==> src/rtl/fetch_unit.sv <==
// Instruction fetch sequencer: reads opcode plus 0-2 operand bytes over a byte bus,
// owns next_pc for the regfile, and hands one assembled instruction to decode.
module fetch_unit #(
  parameter logic [15:0] RESET_PC = 16'hFFFC
) (
  input  logic        clk,
  input  logic        rst_n,
  input  logic [15:0] pc,
  output logic [15:0] next_pc,
  output logic [15:0] mem_addr,
  output logic        mem_rd,
  input  logic [7:0]  mem_rdata,
  input  logic        mem_ready,
  input  logic        redirect,
  input  logic [15:0] redirect_pc,
  output logic        ins_valid,
  input  logic        ins_ready,
  output logic [7:0]  opcode,
  output logic [15:0] operand,
  output logic [1:0]  ins_len
);

  typedef enum logic [1:0] {FETCH_OP, FETCH_LO, FETCH_HI, HOLD} state_t;

  state_t     state, state_nxt;
  logic       accept;
  logic [1:0] len_dec;

  // NMOS 6502 documented-opcode lengths, split by the aaa/bbb/cc opcode fields;
  // anything undocumented (and BRK) falls through to length 1.
  function automatic logic [1:0] op_len(input logic [7:0] op);
    logic [2:0] aaa;
    logic [2:0] bbb;
    logic [1:0] len;
    aaa = op[7:5];
    bbb = op[4:2];
    len = 2'd1;
    case (op[1:0])
      2'b01: begin
        if (op != 8'h89)
          len = (bbb == 3'b011 || bbb == 3'b110 || bbb == 3'b111) ? 2'd3 : 2'd2;
      end
      2'b10: begin
        case (bbb)
          3'b000:         if (aaa == 3'b101) len = 2'd2;
          3'b001, 3'b101: len = 2'd2;
          3'b011:         len = 2'd3;
          3'b111:         if (aaa != 3'b100) len = 2'd3;
          default:        len = 2'd1;
        endcase
      end
      2'b00: begin
        case (bbb)
          3'b000: begin
            if (aaa == 3'b001)      len = 2'd3;
            else if (aaa >= 3'b101) len = 2'd2;
          end
          3'b001:  if (aaa == 3'b001 || aaa >= 3'b100) len = 2'd2;
          3'b011:  if (aaa != 3'b000) len = 2'd3;
          3'b100:  len = 2'd2;
          3'b101:  if (aaa == 3'b100 || aaa == 3'b101) len = 2'd2;
          3'b111:  if (aaa == 3'b101) len = 2'd3;
          default: len = 2'd1;
        endcase
      end
      default: len = 2'd1;
    endcase
    return len;
  endfunction

  assign mem_addr = pc;
  assign mem_rd   = (state != HOLD);
  assign accept   = mem_rd & mem_ready & ~redirect;
  assign len_dec  = op_len(mem_rdata);

  always_comb begin
    next_pc = pc;
    if (!rst_n)        next_pc = RESET_PC;
    else if (redirect) next_pc = redirect_pc;
    else if (accept)   next_pc = pc + 16'd1;
  end

  always_comb begin
    state_nxt = state;
    case (state)
      FETCH_OP: if (accept) state_nxt = (len_dec == 2'd1) ? HOLD : FETCH_LO;
      FETCH_LO: if (accept) state_nxt = (ins_len == 2'd2) ? HOLD : FETCH_HI;
      FETCH_HI: if (accept) state_nxt = HOLD;
      HOLD:     if (ins_ready) state_nxt = FETCH_OP;
      default:  state_nxt = FETCH_OP;
    endcase
    if (redirect) state_nxt = FETCH_OP;
  end

  always_ff @(posedge clk or negedge rst_n) begin
    if (!rst_n) begin
      state     <= FETCH_OP;
      ins_valid <= 1'b0;
      opcode    <= '0;
      operand   <= '0;
      ins_len   <= '0;
    end else begin
      state     <= state_nxt;
      ins_valid <= (state_nxt == HOLD);
      if (accept) begin
        case (state)
          FETCH_OP: begin
            opcode  <= mem_rdata;
            operand <= '0;
            ins_len <= len_dec;
          end
          FETCH_LO: operand[7:0]  <= mem_rdata;
          FETCH_HI: operand[15:8] <= mem_rdata;
          default: ;
        endcase
      end
    end
  end

endmodule

==> config.mk <==
export PLATFORM = sky130hd
export DESIGN_NAME = fetch_unit
export DESIGN_NICKNAME = d
export VERILOG_FILES = /design/src/rtl/fetch_unit.sv
export SDC_FILE = /design/constraint.sdc
export NUM_CORES = 1
export LEC_CHECK = 0
export ABC_AREA = 1
export CAP_MARGIN = 20
export CELL_PAD_IN_SITES_DETAIL_PLACEMENT = 1
export CELL_PAD_IN_SITES_GLOBAL_PLACEMENT = 1
export CORE_ASPECT_RATIO = 2
export CORE_MARGIN = 10
export CORE_UTILIZATION = 46
export CTS_CLUSTER_SIZE = 25
export DETAILED_ROUTE_END_ITERATION = 8
export DONT_BUFFER_PORTS = 1
export PLACE_DENSITY_LB_ADDON = 0.1
export SLEW_MARGIN = 20
export SYNTH_ARGS = -nofsm -noshare
export SYNTH_HDL_FRONTEND = slang
export SYNTH_SLANG_ARGS = --single-unit
==> constraint.sdc <==
create_clock -name clk -period 3.4 [get_ports clk]
set_input_delay 0.17 -clock clk [delete_from_list [all_inputs] [get_ports clk]]
set_output_delay 0.17 -clock clk [all_outputs]
set_load 0.005 [all_outputs]
# Yosys cells after proc, flatten, opt, wreduce, memory -nomap -nowiden

Index checks and enable logic that the tools add are counted.
W data, S select, Z words.

Register bits: 29
Bits of input ports: 45
Word-level logic and storage cells: 72
Output and inout port bits: 60

Bitwise operators: 3
$add $sub $neg: 1
Reductions and logical operators: 14
Mux-type cells: 26
$lt $le $gt $ge: 2
Eq/ne operators: 20

Operator list:

| kind                    | number |
|---|---|
| $mux W16                | 3 |
| $pmux W8 S2             | 2 |
| $mux W2                 | 15 |
| $eq A3 B3 Y1 const B    | 6 |
| $add A16 B1 Y16 const B | 1 |
| $pmux W2 S4             | 2 |
| $pmux W2 S6             | 1 |
| $eq A2 B2 Y1 const B    | 5 |
| $ne A8 B8 Y1 const B    | 1 |
| $eq A2 B1 Y1 const B    | 3 |
| $eq A3 B1 Y1 const B    | 2 |
| $ge A3 B3 Y1 const B    | 2 |
| $pmux W2 S3             | 1 |
| $reduce_and A2 Y1       | 3 |
| $logic_not A2 Y1        | 2 |
| $logic_or A1 B1 Y1      | 4 |
| $reduce_bool A2 Y1      | 2 |
| $eq A3 B2 Y1 const B    | 1 |
| $logic_not A3 Y1        | 1 |
| $ne A3 B3 Y1 const B    | 1 |
| $reduce_bool A3 Y1      | 1 |
| $and A1 B1 Y1           | 2 |
| $mux W1                 | 2 |
| $ne A2 B2 Y1 const B    | 1 |
| other kinds (2)         | 2 |

# Longest topological paths before layout

Depth in word-level cells: 12
Mapped depth: 12
Mapped depth without buffers: 12

# Least setup slack after synthesis

OpenSTA, ideal clock, no wires.

Path kind: reg-to-output
From: reg state[1]
To: out next_pc[15]
Data arrival time: 1.384 ns
Required time: 3.230 ns
Cell stages (with the launch flop): 12
Path slack: 1.846 ns
Buffers on the path: 0
Path through: dfrtp_1 > nand2_2 > nand2_4 > nor2_8 > nand2_4 > nor2_4 > nand2_2 > nor2_4 > nand2_1 > xor2_1 > nand2_1 > nand2_1

Longest elaborated chain between the ends: 6

Ends and longest elaborated chain:

| element                    | RTL line | source |
|---|---|---|
| start, declared            | 25       | `state_t state, state_nxt;` |
| start signal, assigned     | 103      | `state <= state_nxt;` |
| $ne A2 B2 Y1               | 72       | `assign mem_rd = (state != HOLD);` |
| named net mem_rd           | 11       | `output logic mem_rd,` |
| $and A1 B1 Y1 (2 in a row) | 73       | `assign accept = mem_rd & mem_ready & ~redirect;` |
| $mux W16                   | 80       | `else if (accept) next_pc = pc + 16'd1;` |
| $mux W16                   | 79       | `else if (redirect) next_pc = redirect_pc;` |
| $mux W16                   | 78       | `if (!rst_n) next_pc = RESET_PC;` |
| end, declared              | 9        | `output logic [15:0] next_pc,` |

The timed path passes the listed nets, and every way through them passes these cells.

# Worst setup path after layout

From: reg state[0]
To: out next_pc[15]

The elaborated chain is that of the path after synthesis.

==> results_dict.tcl <==
set metrics [dict create \
    ys_types 32 \
    power.net_switching_uw 295 \
    postSynthAreaPerCell_um2 7.07 \
    syn-cell-area_um2 2060 \
    dpl.hpwl_um 5400 \
    cp_num_buf_inv 0 \
    hold_viol 0 \
    p_total_mw 1.01 \
    synth.most_common_cell "nand2_1" \
    grt_use_met1 0.137 \
    finalSetupTns_ps 0 \
    fp-row-count 34 \
    ys_warn_count 0 \
    track_usage 0.168 \
    status "finished clean" \
    grt_pass1_vias 2031 \
    cp_common_cell "nand2_1" \
    grt_overflow_total 0 \
    p_leak_nw 1.03 \
    syn_nets 338 \
    core_area_um2 4340 \
    final_layout_size_suffix_gt1_frac 0.0821 \
    power.internal_uw 715 \
    drtAntennaViolNets 0 \
    synth_commonest_cells "nand2_1 (74), o21ai_0 (35), dfrtp_1 (29), inv_1 (29), a21oi_1 (25)" \
    worstPathMaxFanout 12 \
    ctsHoldBuffers 3 \
    period_share 0.640 \
    grt_max_degree 30 \
    drtPass1Iterations 4 \
    yosys.area.top_type "dfrtp_1" \
    cts_buffers 5 \
    async_flop_share 1.00 \
    post_drt_wl_per_cell_um 19.4 \
    grt_setup_unrepaired "false" \
    cts_tree "done" \
    synthFlopType "dfrtp_1" \
    clock_path_buffers 2 \
    r2r_cells 6 \
    antenna_found_initial 0 \
    arrival_ps 2000 \
    combPwrFrac 0.175 \
    busiest_layer "met2" \
    fillers 591 \
    die_x_um 67.4 \
    place.gp.congestion 0.793 \
    cts_resized 0 \
    cp-end-kind "output port" \
    power-per-cell-area_nw_per_um2 476 \
    dp_slack_ps 1320 \
    tightest_slew_ps 621 \
    htree_num_levels 2 \
    fin_nets 325 \
    synth_area_leaders "dfrtp_1 (35%), nand2_1 (13%), o21ai_0 (8.5%), buf_4 (6.2%), a21oi_1 (6.1%)" \
    start_util 0.476 \
    die_y_um 115 \
    cts-root-buf "clkbuf_8" \
    final_max_slew_viol_count 0 \
    max_freq_mhz 460 \
    synth_edf_count 0 \
    hold_class "in2reg" \
    globalRouteMet2Util 0.333 \
    viasPerCell 5.64 \
    numPortBuffers 0 \
    cts.sinks 29 \
    max-vdd-ir-drop_mv 0.314 \
    max_cap_violations 0 \
    multi_input_comb_area_um2 1050 \
    design_area_um2 2120 \
    critical-path-max-stage-delay_ps 500 \
    cp_slowest_cell "dfrtp_1" \
    path_clk_slew_ps 70 \
    setup_viol 0 \
    drt_wl_total_um 6470 \
    synth_cells 292 \
    dieArea_um2 7730 \
    period_minus_slack_ps 2170 \
    cp.required_ps 3230 \
    synth_top_area_share 0.352 \
    route.detailed.drc 0 \
    grt_pass1_wl_um 10200 \
    seq_area_um2 726 \
    n_antenna_cell 0 \
    crit_type "reg2out" \
    place_area_um2 1970 \
    worst_clock_skew_ps 9.95 \
    syn_to_final_growth_pct 2.85 \
    swShare 0.292 \
    cp_num_cells 11 \
    pwr-share-seq 0.461 \
    critPathLaunchType "flop" \
    ys_seq_elements 29 \
    r2r_slack_ps 1300 \
    fin_ws_ps 1230 \
    use_met3 0.0712 \
    whs_path_depth 3 \
    ys_seq_area_frac 0.352 \
    clk_latency_ps 280 \
    crit_chain "nand2_2, nand2_4, nor2_8, nand2_4, nor2_4, nand2_2, nor2_4, nand2_1, xor2_1, nand2_1, nand2_1" \
    vias 1883 \
    pin_count 105 \
    drtIter0Drc 61 \
    cts_setup_buffers 0 \
    crit_family "simple AND/OR/NAND/NOR gates" \
    p_clk_frac 0.364 \
    max_slew_margin 0.585 \
]
==> area by class of cell <==
class | instances | share of cell area
clock buffer | 7 | 0.0407
tap | 54 | 0.0318
timing repair buffer | 3 | 0.0189
sequential | 29 | 0.342
clock inverter | 1 | 0.0141
inverter | 32 | 0.0566
multi-input combinational | 208 | 0.496
==> through the flow <==
stage	cells	hold slack (ps)	util
detailed placement	323	-125	0.453
CTS	334	124	0.489
global placement	323	-125	0.453
global route	334	133	0.489
finish	334	134	0.489
floorplan	292	-126	-
==> layer usage <==
layer	wire length, µm	part of all wire	vias to the layer above
met5	0	0	-
met4	144	0.022	0
met3	691	0.11	13
met2	3700	0.57	78
met1	1940	0.30	890
li1	-	-	902
==> path summary, 6_finish.rpt <==
kind	from	to
min	redirect	ins_valid$_DFF_PN0_
max reg2reg	state[0]$_DFF_PN0_	ins_len[1]$_DFFE_PN0P_
max	state[0]$_DFF_PN0_	next_pc[15]
min reg2reg	operand[3]$_DFFE_PN0P_	operand[3]$_DFFE_PN0P_
min in group asynchronous	rst_n	ins_valid$_DFF_PN0_
max in group asynchronous	rst_n	operand[13]$_DFFE_PN0P_
==> tightest hold or removal path: cells and delay by family <==
kind | cells | cell delay (ps)
and+or+nand+nor | 2 | 130
AOI/OAI and AO/OA | 1 | 80
==> cell families (layout without fill, tap and decap cells) <==
logic type,after synthesis,count (layout),share of synthesized area
AO/OA/AOI/OAI,76,76,0.201
XOR/XNOR,6,6,0.0255
adder cells (fa/ha/maj),1,1,0.00606
buffers and inverters,55,43,0.138
flip-flops,29,29,0.352
multiplexers,2,2,0.0103
AND/OR/NAND/NOR,123,123,0.267
==> layout by cell type, fill, tap and decap left out, drive strengths merged <==
master,instances
nor3,2
inv,31
o21a,8
xnor2,1
xor2,5
o21ai,37
a21oi,25
clkinv,1
ha,1
nand4,1
clkbuf,7
mux2,1
o31ai,1
o21bai,1
a21o,1
nand2,79
buf,1
bufinv,1
o22ai,1
nand3,15
mux2i,1
o211ai,1
a31o,1
nor2,26
dlygate4sd3,2
dfrtp,29
==> sequential cells by signal, summed over array words and instances (netlist names) <==
| signal | flops |
|---|---|
| ins_len | 2 |
| operand | 16 |
| ins_valid | 1 |
| opcode | 8 |
| state | 2 |
==> power by group through the flow <==
stage	clock (mW)	sequential, mW	combinational, mW
3_3_place_gp	0	0.474	0.163
3_5_place_dp	0	0.475	0.168
6_report	0.368	0.465	0.177
5_1_grt	0.388	0.475	0.204
4_1_cts	0.373	0.469	0.181
2_1_floorplan	0	0.449	0.158
Note: power is estimated with default switching activity, not from simulation.
